### config.mk
export PLATFORM = sky130hd
export DESIGN_NAME = alien_march_ctrl
export DESIGN_NICKNAME = d
export VERILOG_FILES = /design/src/rtl/alien_pkg.sv /design/src/rtl/alien_bound_find.sv /design/src/rtl/alien_march_ctrl.sv
export SDC_FILE = /design/constraint.sdc
export NUM_CORES = 1
export LEC_CHECK = 0
export ABC_AREA = 1
export CAP_MARGIN = 25
export CORE_ASPECT_RATIO = 0.8
export CORE_MARGIN = 3
export CORE_UTILIZATION = 50
export DETAILED_ROUTE_END_ITERATION = 8
export PLACE_DENSITY = 0.73
export REMOVE_ABC_BUFFERS = 1
export SETUP_SLACK_MARGIN = 0.02
export SLEW_MARGIN = 20
export SYNTH_ARGS = -nofsm -noshare
export SYNTH_HDL_FRONTEND = slang
export SYNTH_SLANG_ARGS = --single-unit
### constraint.sdc
create_clock -name CLK -period 4.1 [get_ports CLK]
set_input_delay 0.82 -clock CLK [delete_from_list [all_inputs] [get_ports CLK]]
set_output_delay 0.82 -clock CLK [all_outputs]
set_load 0.01 [all_outputs]
### src/rtl/alien_pkg.sv
// Shared definitions for the alien formation: march states and formation
// geometry. The march controller and the sprite renderer both import this
// package so pitch and sprite sizes stay consistent between them.
package alien_pkg;

  // Formation shape and sprite geometry (pixels)
  localparam int COLS      = 11;
  localparam int ROWS      = 5;
  localparam int COL_PITCH = 24;
  localparam int ROW_PITCH = 20;
  localparam int ALIEN_W   = 16;
  localparam int ALIEN_H   = 12;

  // March motion and playfield limits (pixels)
  localparam int STEP_X  = 2;
  localparam int STEP_Y  = 8;
  localparam int X_MIN   = 0;
  localparam int X_MAX   = 639;
  localparam int BASE_X  = 100;
  localparam int BASE_Y  = 64;
  localparam int Y_LIMIT = 400;

  // Index widths for the column/row bound encoders
  localparam int COL_IDX_W = $clog2(COLS);
  localparam int ROW_IDX_W = $clog2(ROWS);

  // DROP_R / DROP_L: the next step is a drop; the suffix is the direction
  // the formation takes once the drop has been made.
  typedef enum logic [2:0] {
    MARCH_R = 3'd0,
    MARCH_L = 3'd1,
    DROP_R  = 3'd2,
    DROP_L  = 3'd3,
    HALT    = 3'd4
  } march_state_t;

  // Ticks per step: the march speeds up as aliens are destroyed.
  function automatic logic [5:0] march_period(input logic [5:0] alive_count);
    return 6'd1 + (alive_count >> 2);
  endfunction

endpackage

### src/rtl/alien_bound_find.sv
// Lowest / highest set-bit encoder.
// Ports:
//   vec  in  N   bit vector to scan
//   lo   out W   index of the lowest set bit (0 when none set)
//   hi   out W   index of the highest set bit (0 when none set)
//   any  out 1   at least one bit of vec is set
module alien_bound_find #(
  parameter int N = 11,
  parameter int W = (N > 1) ? $clog2(N) : 1
) (
  input  logic [N-1:0] vec,
  output logic [W-1:0] lo,
  output logic [W-1:0] hi,
  output logic         any
);

  // Priority scans: descending pass leaves the lowest set index in lo,
  // ascending pass leaves the highest set index in hi.
  always_comb begin
    lo  = {W{1'b0}};
    hi  = {W{1'b0}};
    any = |vec;
    for (int i = N - 1; i >= 0; i--) begin
      lo = vec[i] ? W'(i) : lo;
    end
    for (int j = 0; j < N; j++) begin
      hi = vec[j] ? W'(j) : hi;
    end
  end

endmodule

### src/rtl/alien_march_ctrl.sv
// Alien formation march sequencer: counts frame ticks, steps the formation
// right/left, drops it one row at each wall, and stops on invasion or when
// the wave is cleared. Cadence shortens as the live-alien count falls.
// Ports:
//   CLK, RESET    clock and synchronous active-high reset
//   frame_tick    one-cycle pulse per video frame
//   enable        march allowed; low freezes all state
//   col_alive     per-column liveness (bit c = column c has a live alien)
//   row_alive     per-row liveness (row 0 on top)
//   alive_count   number of live aliens
//   form_x/form_y formation origin (column 0 left edge, row 0 top edge)
//   dir           0 = right, 1 = left
//   step_strobe   one-cycle pulse aligned with each step's updated outputs
//   anim_frame    toggles on every step
//   invaded       sticky: formation bottom reached the invasion line
//   wave_clear    sticky: no live columns remain
module alien_march_ctrl
  import alien_pkg::*;
(
  input  logic            CLK,
  input  logic            RESET,
  input  logic            frame_tick,
  input  logic            enable,
  input  logic [COLS-1:0] col_alive,
  input  logic [ROWS-1:0] row_alive,
  input  logic [5:0]      alive_count,
  output logic [9:0]      form_x,
  output logic [9:0]      form_y,
  output logic            dir,
  output logic            step_strobe,
  output logic            anim_frame,
  output logic            invaded,
  output logic            wave_clear
);

  march_state_t         state_r;
  logic [5:0]           tick_cnt_r;

  logic [COL_IDX_W-1:0] col_lo_s;
  logic [COL_IDX_W-1:0] col_hi_s;
  logic                 col_any_s;
  logic [ROW_IDX_W-1:0] row_lo_s;
  logic [ROW_IDX_W-1:0] row_hi_s;
  logic                 row_any_s;
  logic                 unused_s;

  logic [5:0]           period_s;
  logic [5:0]           tick_next_s;
  logic                 run_s;
  logic                 step_due_s;
  logic [10:0]          right_edge_s;
  logic [10:0]          left_edge_s;
  logic [10:0]          new_bottom_s;

  alien_bound_find #(.N(COLS), .W(COL_IDX_W)) u_col_bounds (
    .vec (col_alive),
    .lo  (col_lo_s),
    .hi  (col_hi_s),
    .any (col_any_s)
  );

  alien_bound_find #(.N(ROWS), .W(ROW_IDX_W)) u_row_bounds (
    .vec (row_alive),
    .lo  (row_lo_s),
    .hi  (row_hi_s),
    .any (row_any_s)
  );

  // Only the bottom row matters for the formation's vertical extent.
  assign unused_s = ^{row_lo_s, row_any_s};

  // Cadence and formation extents from the live inputs and current origin.
  // The period is taken from alive_count at each tick, so a sudden drop in
  // the count fires a step on the very next qualifying tick.
  always_comb begin
    period_s     = march_period(alive_count);
    tick_next_s  = tick_cnt_r + 6'd1;
    run_s        = enable && (state_r != HALT);
    step_due_s   = (tick_next_s >= period_s);
    right_edge_s = 11'(form_x) + 11'(col_hi_s) * 11'(COL_PITCH) + 11'(ALIEN_W - 1);
    left_edge_s  = 11'(form_x) + 11'(col_lo_s) * 11'(COL_PITCH);
    // Bottom edge after the pending drop has been applied
    new_bottom_s = 11'(form_y) + 11'(STEP_Y) + 11'(row_hi_s) * 11'(ROW_PITCH)
                 + 11'(ALIEN_H - 1);
  end

  // March state machine with registered outputs.
  always_ff @(posedge CLK) begin
    if (RESET) begin
      state_r     <= MARCH_R;
      tick_cnt_r  <= 6'd0;
      form_x      <= 10'(BASE_X);
      form_y      <= 10'(BASE_Y);
      dir         <= 1'b0;
      step_strobe <= 1'b0;
      anim_frame  <= 1'b0;
      invaded     <= 1'b0;
      wave_clear  <= 1'b0;
    end else begin
      step_strobe <= 1'b0;
      if (run_s && !col_any_s) begin
        // Wave cleared: stop without taking any pending step
        state_r    <= HALT;
        wave_clear <= 1'b1;
      end else if (run_s && frame_tick) begin
        if (step_due_s) begin
          tick_cnt_r  <= 6'd0;
          step_strobe <= 1'b1;
          anim_frame  <= ~anim_frame;
          case (state_r)
            MARCH_R: begin
              // Hitting the wall consumes the step without moving
              if (right_edge_s + 11'(STEP_X) > 11'(X_MAX)) begin
                state_r <= DROP_L;
              end else begin
                form_x <= form_x + 10'(STEP_X);
              end
            end
            MARCH_L: begin
              if (left_edge_s < 11'(X_MIN + STEP_X)) begin
                state_r <= DROP_R;
              end else begin
                form_x <= form_x - 10'(STEP_X);
              end
            end
            DROP_R, DROP_L: begin
              form_y <= form_y + 10'(STEP_Y);
              dir    <= (state_r == DROP_L);
              if (new_bottom_s >= 11'(Y_LIMIT)) begin
                state_r <= HALT;
                invaded <= 1'b1;
              end else begin
                state_r <= (state_r == DROP_L) ? MARCH_L : MARCH_R;
              end
            end
            default: begin
              state_r <= HALT;
            end
          endcase
        end else begin
          tick_cnt_r <= tick_next_s;
        end
      end else begin
        tick_cnt_r <= tick_cnt_r;
      end
    end
  end

endmodule

# Word level (Yosys, flattened, before mapping)
# Index checks and enable logic that the tools add are counted.
totals:
  reg_bits: 34
  wordCells: 99
classes:
  addsub: 12
  n_mul: 3
  magnitude_cmp: 4
  eq_ne: 10
  n_mux: 38
  bitwise_logic: 3
  n_reduce_logical: 19
ops:
  columns: ["operator", "count"]
  rows:
  - ["two-way mux 4 bit", 20]
  - ["two-way mux 3 bit", 9]
  - ["adder 10 x 9 -> 11 bit", 2]
  - ["adder 11 x 4 -> 11 bit (second input constant)", 2]
  - ["two-way mux 10 bit", 2]
  - ["case mux 10 bit (2 select lines)", 1]
  - ["multiplier 4 x 2 -> 6 bit (second input constant)", 2]
  - ["AND reduction 4 bit", 3]
  - ["adder 10 x 4 -> 11 bit (second input constant)", 1]
  - ["adder 11 x 2 -> 11 bit (second input constant)", 1]
  - ["adder 11 x 8 -> 11 bit", 1]
  - [">= comparator 11 x 9 -> 1 bit (second input constant)", 1]
  - ["> comparator 11 x 10 -> 1 bit (second input constant)", 1]
  - ["less-than comparator 11 x 2 -> 1 bit (second input constant)", 1]
  - ["OR reduction 11 bit", 1]
  - ["adder 10 x 2 -> 10 bit (second input constant)", 1]
  - ["adder 10 x 4 -> 10 bit (second input constant)", 1]
  - ["subtractor 10 x 2 -> 10 bit (second input constant)", 1]
  - ["inequality test 3 bit (second input constant)", 3]
  - ["case mux 3 bit (3 select lines)", 1]
  - ["inequality test 2 bit (second input constant)", 4]
  - ["adder 6 x 1 -> 6 bit (second input constant)", 1]
  - ["equality test 3 x 2 -> 1 bit (second input constant)", 2]
  - [">= comparator 6 x 5 -> 1 bit", 1]
  - ["16 further kinds", 26]

# Logic depth before layout (Yosys ltp)
logic_depth:
  ltp_word: 20
  ltp_mapped: 26
  mapped_depth_nobuf: 26

# By module
# From an unflattened synthesis, not the netlist that was laid out.
hier_totals:
  hier_cells: 491
  area_unflattened_um2: 3375.7
by_module_without_submodules:
  columns: ["module", "instances", "cells_per_inst", "area_each_um2", "seq_area_each_um2"]
  rows:
  - ["alien_march_ctrl", 1, 427, 3074.2, 600.6]
  - ["alien_bound_find (u_col_bounds)", 1, 48, 222.7, 0.0]
  - ["alien_bound_find (u_row_bounds)", 1, 16, 78.8, 0.0]

# Worst setup path after synthesis
# Ideal clock, no wire load.
synth_timing:
  path_kind: "in2reg"
  start: "input port col_alive[1]"
  end: "register form_x[6]"
  setup_time_ns: 0.124
  arrival_time_ns: 3.652
  path_slack_ns: 0.324
  stages: 24
  cell_sequence: "inv_1 -> o21bai_1 -> a21oi_1 -> nor2_1 -> o21bai_1 -> a21oi_1 -> ha_1 -> inv_1 -> fa_1 -> inv_1 -> ha_1 -> inv_1 -> fa_1 -> nand3b_1 -> nand2_1 -> nand2_1 -> nand2_1 -> nand2_1 -> nand3_1 -> nand2_1 -> nand2_1 -> nand3_2 -> nand2_1 -> nand3_1"
synth_via:
  elab_chain_cells: 17
  word_cells_on_any_way: 27
synth_lines:
  columns: ["element", "line_no", "text"]
  rows:
  - ["start, declared", "alien_march_ctrl.sv:24", "input logic [COLS-1:0] col_alive,"]
  - ["two-way mux 1 bit", "alien_bound_find.sv:27", "hi = vec[j] ? W'(j) : hi;"]
  - ["two-way mux 4 bit (9 in a row)", "alien_bound_find.sv:27", null]
  - ["multiplier 4 x 2 -> 6 bit", "alien_march_ctrl.sv:80", "right_edge_s = 11'(form_x) + 11'(col_hi_s) * 11'(COL_PITCH) + 11'(ALIEN_W - 1);"]
  - ["adder 10 x 9 -> 11 bit", "alien_march_ctrl.sv:80", null]
  - ["adder 11 x 4 -> 11 bit", "alien_march_ctrl.sv:80", null]
  - ["adder 11 x 2 -> 11 bit", "alien_march_ctrl.sv:113", "if (right_edge_s + 11'(STEP_X) > 11'(X_MAX)) begin"]
  - ["> comparator 11 x 10 -> 1 bit", "alien_march_ctrl.sv:113", null]
  - ["inequality test 2 bit (no source line)", null, null]
  - ["AND reduction 6 bit (no source line) *", null, null]
  - ["end signal, assigned", "alien_march_ctrl.sv:92", "form_x <= 10'(BASE_X);"]
  - ["end signal, assigned", "alien_march_ctrl.sv:116", "form_x <= form_x + 10'(STEP_X);"]
  - ["end signal, assigned", "alien_march_ctrl.sv:123", "form_x <= form_x - 10'(STEP_X);"]
  - ["end, declared", "alien_march_ctrl.sv:27", "output logic [9:0] form_x,"]
# Every way passes the cells marked *; elsewhere a longest branch is shown, timed or not.
# A chain may end at the register's enable or synchronous reset.

# Worst setup path in the final report
layout_timing:
  start: "input port col_alive[3]"
  end: "register form_x[5]"
layout_via:
  elab_chain_cells: 15
  word_cells_on_any_way: 27
layout_lines:
  columns: ["element", "line_no"]
  rows:
  - ["two-way mux 4 bit (8 in a row)", "alien_bound_find.sv:27"]
  - ["multiplier 4 x 2 -> 6 bit", "alien_march_ctrl.sv:80"]
  - ["adder 10 x 9 -> 11 bit", "alien_march_ctrl.sv:80"]
  - ["adder 11 x 4 -> 11 bit", "alien_march_ctrl.sv:80"]
  - ["adder 11 x 2 -> 11 bit", "alien_march_ctrl.sv:113"]
  - ["> comparator 11 x 10 -> 1 bit", "alien_march_ctrl.sv:113"]
  - ["inequality test 2 bit (no source line)", null]
  - ["AND reduction 6 bit (no source line) *", null]
# Marks and branches as above.

==> flow_summary.toml <==
[drt]
detail_route.iter0.violations = 99
via_per_inst = 5.01
remaining_drc_errors = 0
wirelength_mm = 7.20
routedWlPerCell_um = 11.7
antenna_left = 0
drt-pass1-iter-count = 4
vias = 3074

[finish]
stdcell_count = 614
layout_commonest_cell = "nand2_1"
final_nets = 614
most-common-layout-cells = "87 x nand2_1, 58 x inv_1, 47 x nor2_1"
multiInputGateArea_um2 = 2530
post_route_cells_drive_above_1_share = 0.193
area.sequential_um2 = 601
area.growth.synth_to_final_pct = 29.7
antenna_diode_count = 0
filler_cell_count = 526

[critical_path]
delay_of_the_slowest_critical_path_stage_ps = 330
r2r_setup_slack_ps = 1480
r2r_cells = 17
cp.arrival_ps = 4070
regToRegEndpoint = "form_x[5]"
crit_path_frequent_cell = "nand2_2"
cp_data_required_time_ps = 4260
critical_path.startpoint = "col_alive[3]"
reg2reg_from = "form_x[4]"
startpoint_kind_of_the_worst_setup_timing_path = "primary input"
path_class = "in -> reg"
cp-endpoint = "form_x[5]"
timing.critical_path.depth = 25
timing.critical_path.to_type = "flop"
critical_path.slowest_cell = "ha_1"
path_max_fanout = 8
critical_path.top_delay_family = "simple AND/OR/NAND/NOR gates"
cp.buffers_inverters = 5

[clock_network]
htree_levels = 2
path_clk_slew_ps = 60
clock_sinks = 30
ctsLongestPathBuffers = 2
root_buffer = "clkbuf_8"
clk-insertion-delay-late_ps = 280
numCtsBuffers = 5
cts_tree = "done"

[yosys]
synthCells = 462
asyncSetResetFlopFracSynth = 0
synth.avg_cell_area_um2 = 6.97
synth.distinct_cells = 38
synthFlopType = "dfxtp_1"
syn-cell-area_um2 = 3220
number_of_synthesis_warnings = 0
synth_seq_area_share = 0.187
synth_enable_flop_cells = 0
yosys_register_bits = 30

[global_route]
grt_pass1_wl_mm = 12.3
initial_antenna_violation_count = 0
grt_start_max_net_pins = 21
global_route.overflow_total = 0
first_global_vias = 2823
grt_util_all_layers = 0.200

[place]
place.port_buffers = 43
post-place-cells = 602
global_placer_s_final_weighted_congestion = 0.804
hpwl_after_detailed_placement_mm = 5.62

[flow_run]
maxCapViolations = 0

[sta]
period_minus_slack_ps = 3910
fmax_mhz = 256
timing.final.setup_violations = 0
finClkSkew_ps = 2.41
final_max_slew_viol_count = 0
hold_slack_ps = 467
final-hold-violation-count = 0
totalNegativeSetupSlack_ps = 0
min_period_over_period = 0.953

[die]
num_io_pins = 51
start_util = 0.530
num_rows = 25
fp.dieW_um = 95.7
die_area_um2 = 7440
dieHeight_um = 77.8
core_area_um2 = 6070

[pwr]
cellLeakagePower_nw = 2.03
power.density_nw_per_um2 = 211
peakVddDrop_uv = 236

[min_path]
worstHoldPathType = "reg -> reg"

[status]
outcome = "completed"
## sequential cells by signal, indices dropped and copies added (netlist names)
signal / cells
dir: 1
tick_cnt_r: 6
anim_frame: 1
state_r: 3
form_x: 9
wave_clear: 1
step_strobe: 1
form_y: 7
invaded: 1
## worst reg2reg max path, stage by stage (launching register included)
cell,delay (ps)
dfxtp_1,470
inv_1,140
ha_1,310
inv_1,60
ha_1,150
inv_1,60
fa_2,310
nand3b_1,180
nand2_1,90
nand2_2,70
nand2_2,70
nand2_2,60
nand3_4,90
nand2_4,70
nand2_4,70
nand3_4,140
nand2_2,120
nand3_2,60
## final cells by class
| type | count | area share |
|---|---|---|
| inverter | 69 | 0.0633 |
| sequential | 30 | 0.144 |
| multi-input combinational | 362 | 0.607 |
| tap | 81 | 0.0243 |
| clock buffer | 7 | 0.0207 |
| timing repair buffer | 64 | 0.139 |
| clock inverter | 1 | 0.00120 |
## stage by stage
step,worst slack [ps],utilization,cell area [µm²],power [W]
floorplan,324,-,3200,0.000482
global placement,-467,0.636,3860,0.000570
detailed placement,-538,0.636,3860,0.000579
CTS,22.7,0.666,4040,0.000852
global route,-8.69,0.688,4170,0.000947
finish,194,0.688,4170,0.000882
## cell families after synthesis
group,count (synthesis),synth area share
xor+xnor,20,0.0544
simple gates,217,0.310
buf+inv,75,0.0937
compound gates,63,0.122
fa+ha+maj,56,0.232
flops,30,0.187
other cells,1,0.00117
## synth_stat cells (4+ instances only)
master / instances / area share
fa_1: 6 / 0.037
nor3_1: 7 / 0.011
nor2_1: 56 / 0.065
o21bai_1: 6 / 0.014
xnor2_1: 5 / 0.014
xor2_1: 15 / 0.041
inv_1: 65 / 0.076
buf_4: 4 / 0.0093
a21oi_1: 30 / 0.047
nand2_1: 95 / 0.11
o21ai_0: 10 / 0.016
nand2_2: 6 / 0.012
dfxtp_1: 30 / 0.19
ha_1: 50 / 0.19
nand3b_1: 7 / 0.016
a21oi_2: 8 / 0.022
nor2_2: 7 / 0.014
nand4_1: 7 / 0.014
nand3_1: 22 / 0.034
## worst min path at each step
stage                       start       endpoint  slack, ps  cells after the start
finish                        dir            dir        470                      2
global route                  dir            dir        490                      2
CTS                 tick_cnt_r[4]  tick_cnt_r[4]        470                      2
detailed placement            dir            dir        460                      2
global placement    tick_cnt_r[5]  tick_cnt_r[5]        450                      2
floorplan           tick_cnt_r[5]  tick_cnt_r[5]        430                      2
## repair_timing
action,in CTS,in global routing
pin swaps,15,22
setup endpoints to repair,12,12
buffers inserted,1,2
resized for setup,27,37
cloned,1,0
hold buffers,0,0
## power breakdown
part           total, W  leakage, nW  switching, W  internal (W)
clock network  0.000245       0.0482      0.000110      0.000135
registers      0.000306        0.242    0.00000879      0.000297
logic          0.000331         1.74      0.000176      0.000155
## per-layer routing
layer  up-vias  part of all wire  track usage
li1       1638                 -            -
met1      1386              0.49        0.279
met2        45              0.47        0.336
met3         5             0.031       0.0300
met4         0            0.0026       0.0185
met5         -                 0            0
Note: power is estimated with default switching activity, not from simulation.
